## config.mk

```make
export PLATFORM = sky130hd
export DESIGN_NAME = key_debounce_9_flat
export DESIGN_NICKNAME = d
export VERILOG_FILES = /design/src/rtl/key_debounce_9_if.sv /design/src/rtl/key_debounce_9.sv /design/src/flat_wrapper.sv
export SDC_FILE = /design/constraint.sdc
export NUM_CORES = 1
export LEC_CHECK = 0
export ABC_AREA = 0
export ABC_CLOCK_PERIOD_IN_PS = 5130
export BUFFER_PORTS_ARGS = -buffer_cell sky130_fd_sc_hd__buf_4
export CORE_UTILIZATION = 50
export CTS_CLUSTER_DIAMETER = 30
export DETAILED_ROUTE_END_ITERATION = 10
export PLACE_DENSITY = 0.67
export SYNTH_ARGS = -nofsm -noshare
export SYNTH_HDL_FRONTEND = slang
export SYNTH_SLANG_ARGS = --single-unit
```

## constraint.sdc

```tcl
create_clock -name clk -period 5.13 [get_ports clk]
set_input_delay 1.2825 -clock clk [delete_from_list [all_inputs] [get_ports clk]]
set_output_delay 1.2825 -clock clk [all_outputs]
set_load 0.01 [all_outputs]
```

## src/rtl/key_debounce_9_if.sv

```systemverilog
// key_debounce_9_if: pin-side bundle for the 9-key debounce front end.
// master drives raw keys; slave (the debouncer) drives clean levels/events.
interface key_debounce_9_if;
  logic [8:0] key_n;
  logic [8:0] key_db_n;
  logic [8:0] press_pulse;
  logic       any_pressed;

  modport master (
    output key_n,
    input  key_db_n,
    input  press_pulse,
    input  any_pressed
  );

  modport slave (
    input  key_n,
    output key_db_n,
    output press_pulse,
    output any_pressed
  );
endinterface

```

## src/rtl/key_debounce_9.sv

```systemverilog
// key_debounce_9: 2-flop sync + per-key debounce + press strobe.
// Optional auto-repeat of press_pulse under `define KEY_AUTOREPEAT_EN.
module key_debounce_9 #(
  parameter int DEBOUNCE_CYCLES = 50000,
  parameter int REPEAT_CYCLES   = 25000000
) (
  input logic       clk,
  input logic       rst_n,
  key_debounce_9_if.slave bus
);

  localparam int DW = $clog2(DEBOUNCE_CYCLES + 1);
  localparam logic [DW-1:0] DMAX = DW'(DEBOUNCE_CYCLES - 1);

  logic [8:0]    s1;
  logic [8:0]    s2;
  logic [8:0]    stable;
  logic [8:0]    pulse;
  logic [8:0]    acc;
  logic [8:0]    press;
  logic [8:0]    event_hit;
  logic [DW-1:0] cnt [9];

  // Bring the asynchronous pins into the clk domain.
  always_ff @(posedge clk or negedge rst_n) begin
    if (!rst_n) begin
      s1 <= 9'h1FF;
      s2 <= 9'h1FF;
    end else begin
      s1 <= bus.key_n;
      s2 <= s1;
    end
  end

  // A key flips its accepted level on the last cycle of a full run.
  always_comb begin
    acc = '0;
    for (int i = 0; i < 9; i++) begin
      acc[i] = (s2[i] != stable[i]) && (cnt[i] == DMAX);
    end
    press = acc & stable;
  end

  // Per-key run counter; any return to the stable level restarts it.
  always_ff @(posedge clk or negedge rst_n) begin
    if (!rst_n) begin
      stable <= 9'h1FF;
      for (int i = 0; i < 9; i++) begin
        cnt[i] <= '0;
      end
    end else begin
      for (int i = 0; i < 9; i++) begin
        if (s2[i] == stable[i]) begin
          cnt[i] <= '0;
        end else if (acc[i]) begin
          stable[i] <= s2[i];
          cnt[i]    <= '0;
        end else begin
          cnt[i] <= cnt[i] + 1'b1;
        end
      end
    end
  end

`ifdef KEY_AUTOREPEAT_EN
  localparam int RW = $clog2(REPEAT_CYCLES + 1);
  localparam logic [RW-1:0] RMAX = RW'(REPEAT_CYCLES - 1);

  logic [RW-1:0] rpt [9];
  logic [8:0]    rel;
  logic [8:0]    rpt_hit;

  // Repeat fires only while held and not on the edge of release.
  always_comb begin
    rel     = acc & ~stable;
    rpt_hit = '0;
    for (int i = 0; i < 9; i++) begin
      rpt_hit[i] = !stable[i] && !rel[i] && (rpt[i] == RMAX);
    end
    event_hit = press | rpt_hit;
  end

  // Hold-time counter per key, reloading on each repeat.
  always_ff @(posedge clk or negedge rst_n) begin
    if (!rst_n) begin
      for (int i = 0; i < 9; i++) begin
        rpt[i] <= '0;
      end
    end else begin
      for (int i = 0; i < 9; i++) begin
        if (stable[i] || press[i]) begin
          rpt[i] <= '0;
        end else if (rpt[i] == RMAX) begin
          rpt[i] <= '0;
        end else begin
          rpt[i] <= rpt[i] + 1'b1;
        end
      end
    end
  end
`else
  // Exactly one strobe per accepted press.
  always_comb begin
    event_hit = press;
  end
`endif

  // Strobe lands in the same cycle the new level appears.
  always_ff @(posedge clk or negedge rst_n) begin
    if (!rst_n) begin
      pulse <= '0;
    end else begin
      pulse <= event_hit;
    end
  end

  assign bus.key_db_n    = stable;
  assign bus.press_pulse = pulse;
  assign bus.any_pressed = ~&stable;

endmodule
```

## src/flat_wrapper.sv

```systemverilog
// flat-port wrapper written by rule: the top's interface ports become plain ports
module key_debounce_9_flat 
#(
  parameter int DEBOUNCE_CYCLES = 50000,
  parameter int REPEAT_CYCLES   = 25000000
)
  (clk, rst_n, bus_key_n, bus_key_db_n, bus_press_pulse, bus_any_pressed);
  key_debounce_9_if bus_i ();
  input logic clk;
  input logic rst_n;
  input wire logic [$bits(bus_i.key_n)-1:0] bus_key_n;
  output wire logic [$bits(bus_i.key_db_n)-1:0] bus_key_db_n;
  output wire logic [$bits(bus_i.press_pulse)-1:0] bus_press_pulse;
  output wire logic [$bits(bus_i.any_pressed)-1:0] bus_any_pressed;
  assign bus_i.key_n = bus_key_n;
  assign bus_key_db_n = bus_i.key_db_n;
  assign bus_press_pulse = bus_i.press_pulse;
  assign bus_any_pressed = bus_i.any_pressed;
  key_debounce_9 #(.DEBOUNCE_CYCLES(DEBOUNCE_CYCLES), .REPEAT_CYCLES(REPEAT_CYCLES)) u_core (.clk(clk), .rst_n(rst_n), .bus(bus_i));
endmodule
```

# After elaboration in Yosys (flattened, before gate mapping)
# Cells that the tools add are included.
# W data, S select, Z words.
[word_totals]
word_cells = 105
ramBits = 0
mem_count = 0
input_bits = 11
romBits = 0
regBits = 180
out_inout_bits = 19
latchBits = 0
[classes]
n_mul = 0
n_eq_ne = 27
div = 0
magnitude_cmp = 0
n_bitwise = 10
reduce_logical = 20
addsub = 9
muxes = 18
n_shift = 0
[ops]
columns = ["operator", "n"]
rows = [
  ["$mux W16", 18],
  ["$add A16 B1 Y16 const B", 9],
  ["$eq A16 B16 Y1 const B", 9],
  ["$reduce_and A2 Y1", 9],
  ["$and A9 B9 Y9", 1],
  ["$eq A1 B1 Y1", 9],
  ["$logic_and A1 B1 Y1", 9],
  ["$ne A1 B1 Y1", 9],
  ["$not A1 Y1", 9],
  ["$reduce_and A9 Y1", 1],
  ["$logic_not A1 Y1", 1],
]

# Longest topological paths before layout
# Gate-level depths: netlist of run 1.
[depth]
word_depth = 4
mapped_depth = 7
mapped_depth_nobuf = 5

# Worst setup path after synthesis of run 1
# Ideal clock, no wire load.
[synth_timing]
kind = "flip-flop to output port"
startpoint = "register u_core.stable[8], in the netlist u_core.bus.key_db_n[8]"
endpoint = "output bus_any_pressed"
setup_slack_ns = 2.951
stages_incl_launch_ff = 4
required_ns = 3.848
path_buffers = 0
arrival_time_ns = 0.897
path_cell_list = "dfstp_2 nand4_1 nor2_1 nand4_1"
[synth_between]
elab_chain_cells = 2
[synth_rtl]
columns = ["item", "line", "text"]
rows = [
  ["start, declared", "key_debounce_9.sv:17", "logic [8:0] stable;"],
  ["start signal, assigned by index", "key_debounce_9.sv:56", "stable[i] <= s2[i];"],
  ["$reduce_and A9 Y1", "key_debounce_9.sv:119", "assign bus.any_pressed = ~&stable;"],
  ["$logic_not A1 Y1", "key_debounce_9.sv:119", ""],
  ["end, declared", "flat_wrapper.sv:14", "output wire logic [$bits(bus_i.any_pressed)-1:0] bus_any_pressed;"],
]
# Every way passes these cells.

# Final worst setup path of run 1
# Same ends and word-level chain as after synthesis.

==> results of run 1 <==
worst min path at each step:
stage,depth (start not counted),to
after floorplan,0,u_core.s2[0]
after global routing,0,u_core.s2[6]
after global placement,0,u_core.s2[4]
after CTS,0,u_core.s2[6]
final,0,u_core.s2[6]
after detailed placement,0,u_core.s2[1]
layout by cell type (no fill, tap or decap), drive strengths merged, types with 19 or more instances in the layout:
master,synthesis,final
nor2,159,159
nand3,48,48
buf,2,31
nor3,27,27
xor2,37,37
clkbuf,16,19
nand2,37,37
dfstp,27,27
inv,21,25
xnor2,97,97
nand4,42,42
dfrtp,153,153
nor4,35,35
final cells by class:
cell class              instances  area [sq um]  area share (%)
well taps                     216           270            2.90
multi-input cells             567          3550            38.2
inverters                      21          78.8           0.846
clock inverters                13           194            2.08
clock buffers                  19           443            4.75
repair buffers                 31           236            2.54
flip-flops and latches        180          4540            48.7
flip-flops by register name, indices dropped and copies added (netlist names):
signal and count:
u_core.cnt 144, u_core.bus.key_db_n 9, u_core.bus.press_pulse 9, u_core.s1 9
u_core.s2 9
report_power, final:
part	switching (mW)	internal, mW
Sequential	0.0230	1.45
Combinational	0.0571	0.0245
Clock	0.555	0.836
Total	0.635	2.31
critical path: stages (launching register included):
cell,delay (ns)
sky130_fd_sc_hd__dfstp_2,0.59
sky130_fd_sc_hd__nand4_1,0.14
sky130_fd_sc_hd__nor2_1,0.22
sky130_fd_sc_hd__nand4_1,0.12
sky130_fd_sc_hd__buf_4,0.15
cells by family after synthesis:
logic type | Yosys count | synth area share (%)
simple gates | 412 | 25.8
xor+xnor | 134 | 14.2
flops | 180 | 55.1
compound gates | 3 | 0.486
fa+ha+maj | 9 | 1.37
buf+inv | 39 | 1.81
mux | 9 | 1.28
metrics by stage:
stage / cell area [sq um] / hold slack, ns
2_1_floorplan: 8240 / 0.345
3_3_place_gp: 8680 / 0.346
3_5_place_dp: 8680 / 0.347
4_1_cts: 9320 / 0.358
5_1_grt: 9320 / 0.360
6_report: 9320 / 0.356
layer usage:
layer  global-route usage [%]  share of wire (%)  routed length (um)
met5                        0                  0                   0
met4                     6.15               0.92                 139
met3                     5.66                3.5                 535
met2                     31.9                 49                7430
met1                     25.2                 46                7040
==> impl_table.tex, run 1 <==
\begin{tabular}{lr}
\hline
Metric & Value \\
\hline
\multicolumn{2}{l}{\textbf{Floorplanning}} \\
\quad Number of rows in the core area & 46 \\
\quad Die Area & 17,000 sq um \\
\quad Effective utilization at floorplan & 51.5\% \\
\quad Chip width & 130 um \\
\quad Die height & 130 um \\
\quad Core region area & roughly 16,000 sq um \\
\quad Top-level I/O count & 30 \\
\multicolumn{2}{l}{\textbf{Critical path}} \\
\quad Startpoint type of the worst setup path & flop \\
\quad Launch point of the critical path & u\_core.bus.key\_db\_n[8] \\
\quad Maximum fanout encountered on the critical timing path & 5 \\
\quad Class of the most critical setup path & flop to primary output \\
\quad Launch instance of the worst register-to-register path & u\_core.cnt[0] \\
\quad Data arrival time of the worst path & 1.65 ns \\
\quad Kind of end point of the critical path & primary output \\
\quad Required time at the worst-slack endpoint & between 3 and 4 ns \\
\quad Minimum setup slack among reg-to-reg paths & 3.11 ns \\
\quad Count of cells along the worst register-to-register path & 4 \\
\quad Timing endpoint of the critical path & bus\_any\_pressed \\
\quad Reg-to-reg critical path endpoint & u\_core.cnt[0] \\
\multicolumn{2}{l}{\textbf{Timing}} \\
\quad Worst clock skew on the final layout & 0.00834 ns \\
\quad Part of the cycle the worst path needs & 57.1\% \\
\quad Worst max-slew margin expressed relative to the limit & 44.4\% \\
\quad Setup-failing EPs final & 0 \\
\quad Final hold viol count & 0 \\
\quad FMAX & approximately 0.34 GHz \\
\quad Pins over their slew limit & 0 \\
\quad Setup slack of the critical path after layout & around 2.2 ns \\
\quad Setup repair after global routing missed its margin & false \\
\quad Fin Setup TNS & 0 ns \\
\quad Crit path time final & 2.93 ns \\
\quad Worst Tran Pin Value & 0.833 ns \\
\multicolumn{2}{l}{\textbf{Routing}} \\
\quad WL final & 15,100 um \\
\quad DRC & 0 \\
\quad Vias after detailed routing & 5,664 \\
\quad Count of TritonRoute iterations in the first routing pass & 4 \\
\quad Number of vias per cell & approximately 5.4 \\
\quad Mean routed wirelength per cell & 14.5 um \\
\quad 1st-iter DRT viols & 331 \\
\quad Number of nets with antenna violations after detailed routing & 0 \\
\multicolumn{2}{l}{\textbf{GRT}} \\
\quad Initial antenna violation count & 0 \\
\quad Largest net degree at the start of global routing & 94 \\
\quad Wire length of the first global-routing pass & 26,000 um \\
\quad Overall track demand over capacity in global routing & 19.6\% \\
\quad Number of global-route vias before repair & between 5,000 and 6,000 \\
\quad GRT Residual Overflow & 0 \\
\multicolumn{2}{l}{\textbf{Final layout}} \\
\quad Layout overhead on the synthesized area & 13.0\% \\
\quad Fillers & 1,324 \\
\quad Share of post-route cells with drive strength above 1 & 12.2\% \\
\quad Final net count & between 800 and 900 \\
\quad Layout Utilization & 58.2\% \\
\quad Antenna cells & 0 \\
\quad Non-filler cells, final & 1,047 \\
\multicolumn{2}{l}{\textbf{Yosys}} \\
\quad Fraction of post-synthesis cell area in the top cell type by area & about 46\% \\
\quad Sequential share of the synthesized area & between 50\% and 60\% \\
\quad Most instantiated library cell after synthesis & sky130\_fd\_sc\_hd\_\_nor2\_1 \\
\quad Flop and latch count out of synthesis & 180 \\
\quad Fraction of registers with async set/reset & 100\% \\
\quad Area leader, netlist & sky130\_fd\_sc\_hd\_\_dfrtp\_1 \\
\quad Yosys warning total & 0 \\
\quad Mean Syn Cell Area & 10.5 sq um \\
\quad Unique cell type count in the Yosys netlist & 30 \\
\quad Most instantiated cells after synthesis & sky130\_fd\_sc\_hd\_\_nor2\_1 (159), sky130\_fd\_sc\_hd\_\_dfrtp\_1 (153), sky130\_fd\_sc\_hd\_\_xnor2\_1 (97), sky130\_fd\_sc\_hd\_\_nand3\_1 (48), sky130\_fd\_sc\_hd\_\_nand4\_1 (42) \\
\quad Count of flip-flops with a built-in enable after synthesis & 0 \\
\quad Dominant register cell in the synthesized netlist & sky130\_fd\_sc\_hd\_\_dfrtp\_1 \\
\quad Area of the mapped netlist & 8240 sq um \\
\quad Gate count after technology mapping & 786 \\
\quad Area contributors post-synth & sky130\_fd\_sc\_hd\_\_dfrtp\_1 (46\%), sky130\_fd\_sc\_hd\_\_xnor2\_1 (10\%), sky130\_fd\_sc\_hd\_\_dfstp\_2 (8.6\%), sky130\_fd\_sc\_hd\_\_nor2\_1 (7.2\%), sky130\_fd\_sc\_hd\_\_xor2\_1 (3.9\%) \\
\quad Syn Nets & 806 \\
\multicolumn{2}{l}{\textbf{CTS}} \\
\quad Cell chosen for the clock root & sky130\_fd\_sc\_hd\_\_clkbuf\_16 \\
\quad TritonCTS clock tree & done \\
\quad Bufs on Longest Clock Path & 2 \\
\quad Post-CTS setup repair buffer count & 0 \\
\quad CTS buffer count & 17 \\
\quad Quantity of gates resized following cts & 0 \\
\quad CTS HTree Levels & 4 \\
\quad Sink count of the clock tree & 180 \\
\quad Count of hold buffers inserted by post-cts repair & 0 \\
\quad Clk\_lat worst skew & 0.43 ns \\
\quad Clock edge transition at the registers on the reported setup and hold paths & around 0.06 ns \\
\multicolumn{2}{l}{\textbf{Place}} \\
\quad Setup WS pre-CTS & between 2 and 3 ns \\
\quad Estimated wirelength of the detail-placed design & 10,000 um \\
\quad Number of cells after detailed placement & between 1,000 and 1,500 \\
\quad \# port buffers & 29 \\
\quad Final estimated routing congestion in global placement & approximately 0.84 \\
\multicolumn{2}{l}{\textbf{Hold path}} \\
\quad Worst min-delay path class & flop to flop \\
\quad Hold Path Origin & u\_core.s1[6] \\
\multicolumn{2}{l}{\textbf{Job}} \\
\quad Max cap viols & 0 \\
\multicolumn{2}{l}{\textbf{Outcome}} \\
\quad Outcome & completed \\
\multicolumn{2}{l}{\textbf{Power and ir drop}} \\
\quad Power density cells & 316 nW/um\^{}2 \\
\quad Static leakage & 3.74 nW \\
\quad Total chip power & between 2 and 3 mW \\
\quad Worst supply voltage drop on vdd & roughly 0.29 mV \\
\hline
\end{tabular}
(Power assumes the default switching activity.)
==> inputs of run 2 (changes only) <==
--- a/config.mk
+++ b/config.mk
@@ -6,12 +6,12 @@
 export NUM_CORES = 1
 export LEC_CHECK = 0
 export ABC_AREA = 0
-export ABC_CLOCK_PERIOD_IN_PS = 5130
+export ABC_CLOCK_PERIOD_IN_PS = 2500
 export BUFFER_PORTS_ARGS = -buffer_cell sky130_fd_sc_hd__buf_4
 export CORE_UTILIZATION = 50
 export CTS_CLUSTER_DIAMETER = 30
 export DETAILED_ROUTE_END_ITERATION = 10
-export PLACE_DENSITY = 0.67
+export PLACE_DENSITY = 0.69
 export SYNTH_ARGS = -nofsm -noshare
 export SYNTH_HDL_FRONTEND = slang
 export SYNTH_SLANG_ARGS = --single-unit
==> constraint.sdc (replaced) <==
create_clock -name clk -period 2.5 [get_ports clk]
set_input_delay 0.625 -clock clk [delete_from_list [all_inputs] [get_ports clk]]
set_output_delay 0.625 -clock clk [all_outputs]
set_load 0.01 [all_outputs]
==> impl_table.tex, run 2 (same netlist as run 1, synthesis figures left out) <==
\begin{tabular}{lr}
\hline
Metric & Value \\
\hline
\multicolumn{2}{l}{\textbf{CTS}} \\
\quad Bufs on Longest Clock Path & 2 (unchanged) \\
\quad Sink count of the clock tree & 180 (unchanged) \\
\quad Count of hold buffers inserted by post-cts repair & 0 (unchanged) \\
\quad TritonCTS clock tree & done (unchanged) \\
\quad Post-CTS setup repair buffer count & 0 (unchanged) \\
\quad Clk\_lat worst skew & 0.43 ns (about the same) \\
\quad Quantity of gates resized following cts & 0 (unchanged) \\
\quad CTS buffer count & 17 (unchanged) \\
\quad CTS HTree Levels & 4 (unchanged) \\
\quad Cell chosen for the clock root & sky130\_fd\_sc\_hd\_\_clkbuf\_16 (unchanged) \\
\quad Clock edge transition at the registers on the reported setup and hold paths & 0.07 ns (was 0.06 ns) \\
\multicolumn{2}{l}{\textbf{Final layout}} \\
\quad Commonest non-fill, non-tap cells in the layout & sky130\_fd\_sc\_hd\_\_nor2\_1 (159), sky130\_fd\_sc\_hd\_\_dfrtp\_1 (153), sky130\_fd\_sc\_hd\_\_xnor2\_1 (97), sky130\_fd\_sc\_hd\_\_nand3\_1 (48), sky130\_fd\_sc\_hd\_\_nand4\_1 (42) (unchanged) \\
\quad Leading cell type in the layout, fill and taps excluded & sky130\_fd\_sc\_hd\_\_nor2\_1 (unchanged) \\
\quad Flip-flop count of the largest register, all copies and words added & 144 (unchanged) \\
\quad Reg with most FFs & u\_core.cnt (unchanged) \\
\quad Non-filler cells, final & 1,050 (was 1,047) \\
\quad Register cell area after layout & 4540 sq um (unchanged) \\
\quad Post-Layout Inst Area & 9320 sq um (about the same) \\
\quad Antenna cells & 0 (unchanged) \\
\quad Share of post-route cells with drive strength above 1 & 12.5\% (was 12.2\%) \\
\quad Fillers & 1,379 (was 1,324) \\
\quad Multi-input gate area in the final layout & 3550 sq um (unchanged) \\
\quad Final net count & 841 (was 838) \\
\quad Layout overhead on the synthesized area & 13.0\% (about the same) \\
\multicolumn{2}{l}{\textbf{Critical path}} \\
\quad Maximum fanout encountered on the critical timing path & 5 (unchanged) \\
\quad CP Buf/Inv Count & 1 (unchanged) \\
\quad Maximum single-stage delay on the critical path & 0.59 ns (about the same) \\
\quad Most common cell on crit path & sky130\_fd\_sc\_hd\_\_nand4\_1 (unchanged) \\
\quad Count of cells along the worst register-to-register path & 4 (unchanged) \\
\quad Launch instance of the worst register-to-register path & u\_core.cnt[0] (unchanged) \\
\quad Minimum setup slack among reg-to-reg paths & 0.53 ns (was 3.11 ns) \\
\quad Required time at the worst-slack endpoint & 1.88 ns (was 3.85 ns) \\
\quad Cell family with most CP delay & flip-flops (unchanged) \\
\quad Critical-path cell with the highest stage delay & sky130\_fd\_sc\_hd\_\_dfstp\_2 (unchanged) \\
\quad Class of the most critical setup path & flop to primary output (unchanged) \\
\quad Kind of end point of the critical path & primary output (unchanged) \\
\quad Startpoint type of the worst setup path & flop (unchanged) \\
\quad Reg-to-reg critical path endpoint & u\_core.cnt[8] (was u\_core.cnt[0]) \\
\quad Worst-path cell chain & nand4\_1 > nor2\_1 > nand4\_1 > buf\_4 (unchanged) \\
\quad Launch point of the critical path & u\_core.bus.key\_db\_n[8] (unchanged) \\
\quad Data arrival time of the worst path & 1.59 ns (was 1.65 ns) \\
\multicolumn{2}{l}{\textbf{Floorplanning}} \\
\quad Core region area & 16,000 sq um (unchanged) \\
\quad Die height & 130 um (unchanged) \\
\quad Chip width & 130 um (unchanged) \\
\quad Number of rows in the core area & 46 (unchanged) \\
\quad Effective utilization at floorplan & 51.5\% (unchanged) \\
\quad Die Area & 17,000 sq um (unchanged) \\
\quad Top-level I/O count & 30 (unchanged) \\
\multicolumn{2}{l}{\textbf{Routing}} \\
\quad Count of TritonRoute iterations in the first routing pass & 4 (unchanged) \\
\quad Vias after detailed routing & 5,774 (was 5,664) \\
\quad Number of nets with antenna violations after detailed routing & 0 (unchanged) \\
\quad Number of vias per cell & 5.50 (was 5.41) \\
\quad Mean routed wirelength per cell & 14.7 um (was 14.5 um) \\
\quad WL final & 15,400 um (was 15,100 um) \\
\quad 1st-iter DRT viols & 263 (was 331) \\
\quad DRC & 0 (unchanged) \\
\multicolumn{2}{l}{\textbf{Place}} \\
\quad Area after DPL & 8730 sq um (was 8680 sq um) \\
\quad Number of cells after detailed placement & 1,018 (was 1,015) \\
\quad \# port buffers & 29 (unchanged) \\
\quad Final estimated routing congestion in global placement & 0.854 (was 0.838) \\
\quad Estimated wirelength of the detail-placed design & 10,600 um (was 10,000 um) \\
\multicolumn{2}{l}{\textbf{Timing}} \\
\quad Worst clock skew on the final layout & 0.00612 ns (was 0.00834 ns) \\
\quad Setup-failing EPs final & 0 (unchanged) \\
\quad Final hold viol count & 0 (unchanged) \\
\quad Crit path time final & about 2.2 ns \\
\quad Worst Tran Pin Value & 0.794 ns (was 0.833 ns) \\
\quad Setup repair after global routing missed its margin & false (unchanged) \\
\quad Worst max-slew margin expressed relative to the limit & 46.9\% (was 44.4\%) \\
\quad Fin Setup TNS & 0 ns (unchanged) \\
\quad FMAX & 0.451 GHz \\
\quad Pins over their slew limit & 0 (unchanged) \\
\quad Part of the cycle the worst path needs & 88.8\% \\
\multicolumn{2}{l}{\textbf{GRT}} \\
\quad Wire length of the first global-routing pass & 26,900 um (was 26,000 um) \\
\quad Initial antenna violation count & 0 (unchanged) \\
\quad GRT Residual Overflow & 0 (unchanged) \\
\quad Largest net degree at the start of global routing & 58 (was 94) \\
\quad Number of global-route vias before repair & 5,764 (was 5,601) \\
\quad Overall track demand over capacity in global routing & 20.1\% (was 19.6\%) \\
\multicolumn{2}{l}{\textbf{Job}} \\
\quad Max cap viols & 0 (unchanged) \\
\multicolumn{2}{l}{\textbf{Power and ir drop}} \\
\quad Total chip power & 5.85 mW (was 2.95 mW) \\
\quad Power density cells & 628 nW/um\^{}2 (was 316 nW/um\^{}2) \\
\quad Worst supply voltage drop on vdd & 0.537 mV (was 0.288 mV) \\
\quad Static leakage & 3.73 nW (was 3.74 nW) \\
\multicolumn{2}{l}{\textbf{Outcome}} \\
\quad Outcome & completed (unchanged) \\
\multicolumn{2}{l}{\textbf{Hold path}} \\
\quad Worst min-delay path class & primary input to asynchronous set/reset pin (was flop to flop) \\
\hline
\end{tabular}
run 2: cell types whose count changed in the layout (fill, tap and decap cells not counted):
cell                         delta
sky130_fd_sc_hd__clkinv_4       -1
sky130_fd_sc_hd__buf_12         +2
sky130_fd_sc_hd__buf_4          +1
sky130_fd_sc_hd__clkinvlp_4     +3
sky130_fd_sc_hd__bufinv_16      -2
run 2: worst max-delay path by stage:
stage | cells after the start | slack, ns | end
after global routing | 4 | 0.22 | bus_any_pressed
after global placement | 4 | 0.61 | u_core.cnt[7]
after CTS | 4 | 0.26 | bus_any_pressed
after floorplan | 4 | 0.76 | u_core.bus.key_db_n[8]
final | 4 | 0.28 | bus_any_pressed
after detailed placement | 4 | 0.50 | u_core.cnt[3]
run 2: metal layers:
layer / global-route usage, % / vias to the layer above / routed length, um / part of all wire, %
met3: 3.62 / 22 / 390 / 2.5
li1: - / 2794 / - / -
met1: 26.1 / 2884 / 7080 / 46
met5: 0 / - / 0 / 0
met2: 33.5 / 74 / 7630 / 49
met4: 8.05 / 0 / 323 / 2.1
run 2: cell type report:
type / instances / area share (%)
Timing Repair Buffer: 34 / 3.05
Clock buffer: 19 / 4.75
Multi-Input combinational cell: 567 / 38.2
Inverter: 21 / 0.846
Tap cell: 216 / 2.90
Clock inverter: 13 / 1.58
Sequential cell: 180 / 48.7
run 2: worst register-to-register path: stages (launching register included):
cell                      delay (ns)
sky130_fd_sc_hd__dfrtp_1        0.39
sky130_fd_sc_hd__ha_1           0.20
sky130_fd_sc_hd__nand3_1        0.29
sky130_fd_sc_hd__o41ai_4        0.82
sky130_fd_sc_hd__nor2_1         0.13
run 2: stage by stage:
stage	util, %	worst slack, ns	hold WS [ns]
6_report	58.2	0.281	0.147
5_1_grt	58.2	0.218	0.188
4_1_cts	58.2	0.263	0.163
3_5_place_dp	54.5	0.504	0.347
3_3_place_gp	54.5	0.614	0.346
2_1_floorplan	-	0.764	0.329
run 2: where the power goes:
group          switching (mW)  internal, mW
Sequential             0.0472          2.98
Clock                    1.14          1.51
Combinational           0.119        0.0584
==> inputs of run 3 (changes only) <==
--- a/config.mk
+++ b/config.mk
@@ -6,12 +6,13 @@
 export NUM_CORES = 1
 export LEC_CHECK = 0
 export ABC_AREA = 0
-export ABC_CLOCK_PERIOD_IN_PS = 2500
+export ABC_CLOCK_PERIOD_IN_PS = 2300
 export BUFFER_PORTS_ARGS = -buffer_cell sky130_fd_sc_hd__buf_4
+export CORE_MARGIN = 1.5
 export CORE_UTILIZATION = 50
 export CTS_CLUSTER_DIAMETER = 30
 export DETAILED_ROUTE_END_ITERATION = 10
-export PLACE_DENSITY = 0.69
+export PLACE_DENSITY = 0.67
 export SYNTH_ARGS = -nofsm -noshare
 export SYNTH_HDL_FRONTEND = slang
 export SYNTH_SLANG_ARGS = --single-unit
==> constraint.sdc (replaced) <==
create_clock -name clk -period 2.3 [get_ports clk]
set_input_delay 0.575 -clock clk [delete_from_list [all_inputs] [get_ports clk]]
set_output_delay 0.575 -clock clk [all_outputs]
set_load 0.01 [all_outputs]
==> impl_table.tex, run 3 (same netlist as run 1, synthesis figures left out) <==
\begin{tabular}{lr}
\hline
Metric & Value \\
\hline
\multicolumn{2}{l}{\textbf{Routing}} \\
\quad Sum of met3 wire segment lengths after detailed routing & 512 um (was 390 um) \\
\quad Highest metal used & met4 (unchanged) \\
\quad Count of TritonRoute iterations in the first routing pass & 4 (unchanged) \\
\quad Number of vias per cell & 5.40 (was 5.50) \\
\quad Mean routed wirelength per cell & 14.3 um (was 14.7 um) \\
\quad 1st-iter DRT viols & 276 (was 263) \\
\quad WL final & 15,100 um (was 15,400 um) \\
\quad Detailed route wirelength on metal2 & 7330 um (was 7630 um) \\
\quad Wl on met1 & 7050 um (was 7080 um) \\
\quad DRC & 0 (unchanged) \\
\quad Number of nets with antenna violations after detailed routing & 0 (unchanged) \\
\quad Vias after detailed routing & 5,691 (was 5,774) \\
\multicolumn{2}{l}{\textbf{CTS}} \\
\quad TritonCTS clock tree & done (unchanged) \\
\quad Count of hold buffers inserted by post-cts repair & 0 (unchanged) \\
\quad Sink count of the clock tree & 180 (unchanged) \\
\quad Cell chosen for the clock root & sky130\_fd\_sc\_hd\_\_clkbuf\_16 (unchanged) \\
\quad Quantity of gates resized following cts & 0 (unchanged) \\
\quad CTS HTree Levels & 4 (unchanged) \\
\quad Clk\_lat worst skew & 0.42 ns (was 0.43 ns) \\
\quad Clock edge transition at the registers on the reported setup and hold paths & 0.07 ns (about the same) \\
\quad Bufs on Longest Clock Path & 2 (unchanged) \\
\quad Post-CTS setup repair buffer count & 0 (unchanged) \\
\quad CTS buffer count & 17 (unchanged) \\
\multicolumn{2}{l}{\textbf{Critical path}} \\
\quad CP Buf/Inv Count & 1 (unchanged) \\
\quad Maximum single-stage delay on the critical path & 0.60 ns (was 0.59 ns) \\
\quad Data arrival time of the worst path & 1.64 ns (was 1.59 ns) \\
\quad Worst-path cell chain & nand4\_1 > nor2\_1 > nand4\_1 > buf\_4 (unchanged) \\
\quad Cell family with most CP delay & flip-flops (unchanged) \\
\quad Startpoint type of the worst setup path & flop (unchanged) \\
\quad Most common cell on crit path & sky130\_fd\_sc\_hd\_\_nand4\_1 (unchanged) \\
\quad Maximum fanout encountered on the critical timing path & 5 (unchanged) \\
\quad Kind of end point of the critical path & primary output (unchanged) \\
\quad Critical-path cell with the highest stage delay & sky130\_fd\_sc\_hd\_\_dfstp\_2 (unchanged) \\
\quad Required time at the worst-slack endpoint & 1.73 ns (was 1.88 ns) \\
\quad Class of the most critical setup path & flop to primary output (unchanged) \\
\multicolumn{2}{l}{\textbf{Timing}} \\
\quad Setup repair after global routing missed its margin & false (unchanged) \\
\quad Worst max-slew margin expressed relative to the limit & 65.6\% (was 46.9\%) \\
\quad Fin Setup TNS & 0 ns (unchanged) \\
\quad Pins over their slew limit & 0 (unchanged) \\
\quad Worst clock skew on the final layout & 0.00757 ns (was 0.00612 ns) \\
\quad Part of the cycle the worst path needs & 96.5\% \\
\quad Final hold viol count & 0 (unchanged) \\
\quad Setup-failing EPs final & 0 (unchanged) \\
\quad Crit path time final & around 2.2 ns \\
\quad FMAX & 0.450 GHz \\
\quad Worst Tran Pin Value & 0.515 ns (was 0.794 ns) \\
\multicolumn{2}{l}{\textbf{GRT}} \\
\quad Initial antenna violation count & 0 (unchanged) \\
\quad Overall track demand over capacity in global routing & 18.6\% (was 20.1\%) \\
\quad Number of global-route vias before repair & 5,718 (was 5,764) \\
\quad Largest net degree at the start of global routing & 50 (was 58) \\
\quad GRT Residual Overflow & 0 (unchanged) \\
\quad Wire length of the first global-routing pass & 26,500 um (was 26,900 um) \\
\multicolumn{2}{l}{\textbf{Final layout}} \\
\quad Reg with most FFs & u\_core.cnt (unchanged) \\
\quad Post-Layout Inst Area & 9350 sq um (was 9320 sq um) \\
\quad Layout overhead on the synthesized area & 13.4\% (was 13.0\%) \\
\quad Leading cell type in the layout, fill and taps excluded & sky130\_fd\_sc\_hd\_\_nor2\_1 (unchanged) \\
\quad Multi-input gate area in the final layout & 3550 sq um (unchanged) \\
\quad Antenna cells & 0 (unchanged) \\
\quad Commonest non-fill, non-tap cells in the layout & sky130\_fd\_sc\_hd\_\_nor2\_1 (159), sky130\_fd\_sc\_hd\_\_dfrtp\_1 (153), sky130\_fd\_sc\_hd\_\_xnor2\_1 (97), sky130\_fd\_sc\_hd\_\_nand3\_1 (48), sky130\_fd\_sc\_hd\_\_nand4\_1 (42) (unchanged) \\
\quad Share of post-route cells with drive strength above 1 & 12.8\% (was 12.5\%) \\
\quad Fillers & 1,341 (was 1,379) \\
\quad Final net count & 844 (was 841) \\
\quad Flip-flop count of the largest register, all copies and words added & 144 (unchanged) \\
\quad Register cell area after layout & 4540 sq um (unchanged) \\
\multicolumn{2}{l}{\textbf{Floorplanning}} \\
\quad Chip width & 131 um (was 130 um) \\
\quad Die height & 131 um (was 130 um) \\
\quad Effective utilization at floorplan & 51.5\% (unchanged) \\
\quad Top-level I/O count & 30 (unchanged) \\
\quad Core region area & 16,000 sq um (unchanged) \\
\quad Number of rows in the core area & 46 (unchanged) \\
\quad Die Area & 17,300 sq um (was 17,000 sq um) \\
\multicolumn{2}{l}{\textbf{Power and ir drop}} \\
\quad Static leakage & 3.77 nW (was 3.73 nW) \\
\quad Worst supply voltage drop on vdd & 0.670 mV (was 0.537 mV) \\
\quad Power density cells & 687 nW/um\^{}2 (was 628 nW/um\^{}2) \\
\multicolumn{2}{l}{\textbf{Job}} \\
\quad Max cap viols & 0 (unchanged) \\
\multicolumn{2}{l}{\textbf{Place}} \\
\quad Estimated wirelength of the detail-placed design & 10,100 um (was 10,600 um) \\
\quad Area after DPL & 8750 sq um (was 8730 sq um) \\
\quad \# port buffers & 29 (unchanged) \\
\quad Final estimated routing congestion in global placement & 0.841 (was 0.854) \\
\multicolumn{2}{l}{\textbf{Outcome}} \\
\quad Outcome & completed (unchanged) \\
\multicolumn{2}{l}{\textbf{Hold path}} \\
\quad Worst min-delay path class & primary input to asynchronous set/reset pin (unchanged) \\
\hline
\end{tabular}
run 3: final cells by class:
| class | count | area share [%] |
|---|---|---|
| clock buffers | 19 | 4.74 |
| clock inverters | 13 | 1.66 |
| inverters | 21 | 0.843 |
| multi-input cells | 567 | 38.0 |
| flip-flops and latches | 180 | 48.6 |
| well taps | 216 | 2.89 |
| repair buffers | 37 | 3.28 |
run 3: report_power, final:
part	switching, mW	internal, mW
combinational	0.130	0.0649
sequential	0.0522	3.23
clock	1.20	1.74
run 3: path summary, 6_finish.rpt:
path                                   startpoint                     end  slack [ns]  cells after the start
max                        u_core.bus.key_db_n[1]         bus_any_pressed        0.08                      4
min                                         rst_n          u_core.cnt[58]        0.07                      1
max reg2reg                         u_core.cnt[0]  u_core.bus.key_db_n[8]        0.43                      4
min reg2reg                          u_core.s1[0]            u_core.s2[0]        0.36                      0
max in group asynchronous                   rst_n            u_core.s2[1]        1.45                      2
min in group clk                     bus_key_n[4]            u_core.s1[4]        0.25                      1
run 3: through the flow:
| stage | utilization (%) | instances | total power [mW] | setup WS [ns] | hold WS [ns] |
|---|---|---|---|---|---|
| detailed placement | 54.7 | 1021 | 3.54 | 0.436 | 0.348 |
| global route | 58.4 | 1053 | 6.65 | 0.0386 | 0.106 |
| global placement | 54.7 | 1021 | 3.53 | 0.503 | 0.346 |
| floorplan | - | 786 | 3.42 | 0.564 | 0.279 |
| finish | 58.4 | 1053 | 6.42 | 0.0800 | 0.0674 |
| CTS | 58.4 | 1053 | 6.50 | 0.0832 | 0.0879 |
run 3: per-layer routing:
metal / vias up / GRT usage, %
met1: 2803 / 24.0
met5: - / 0
met2: 79 / 31.2
met3: 17 / 4.40
met4: 0 / 5.49
li1: 2792 / -
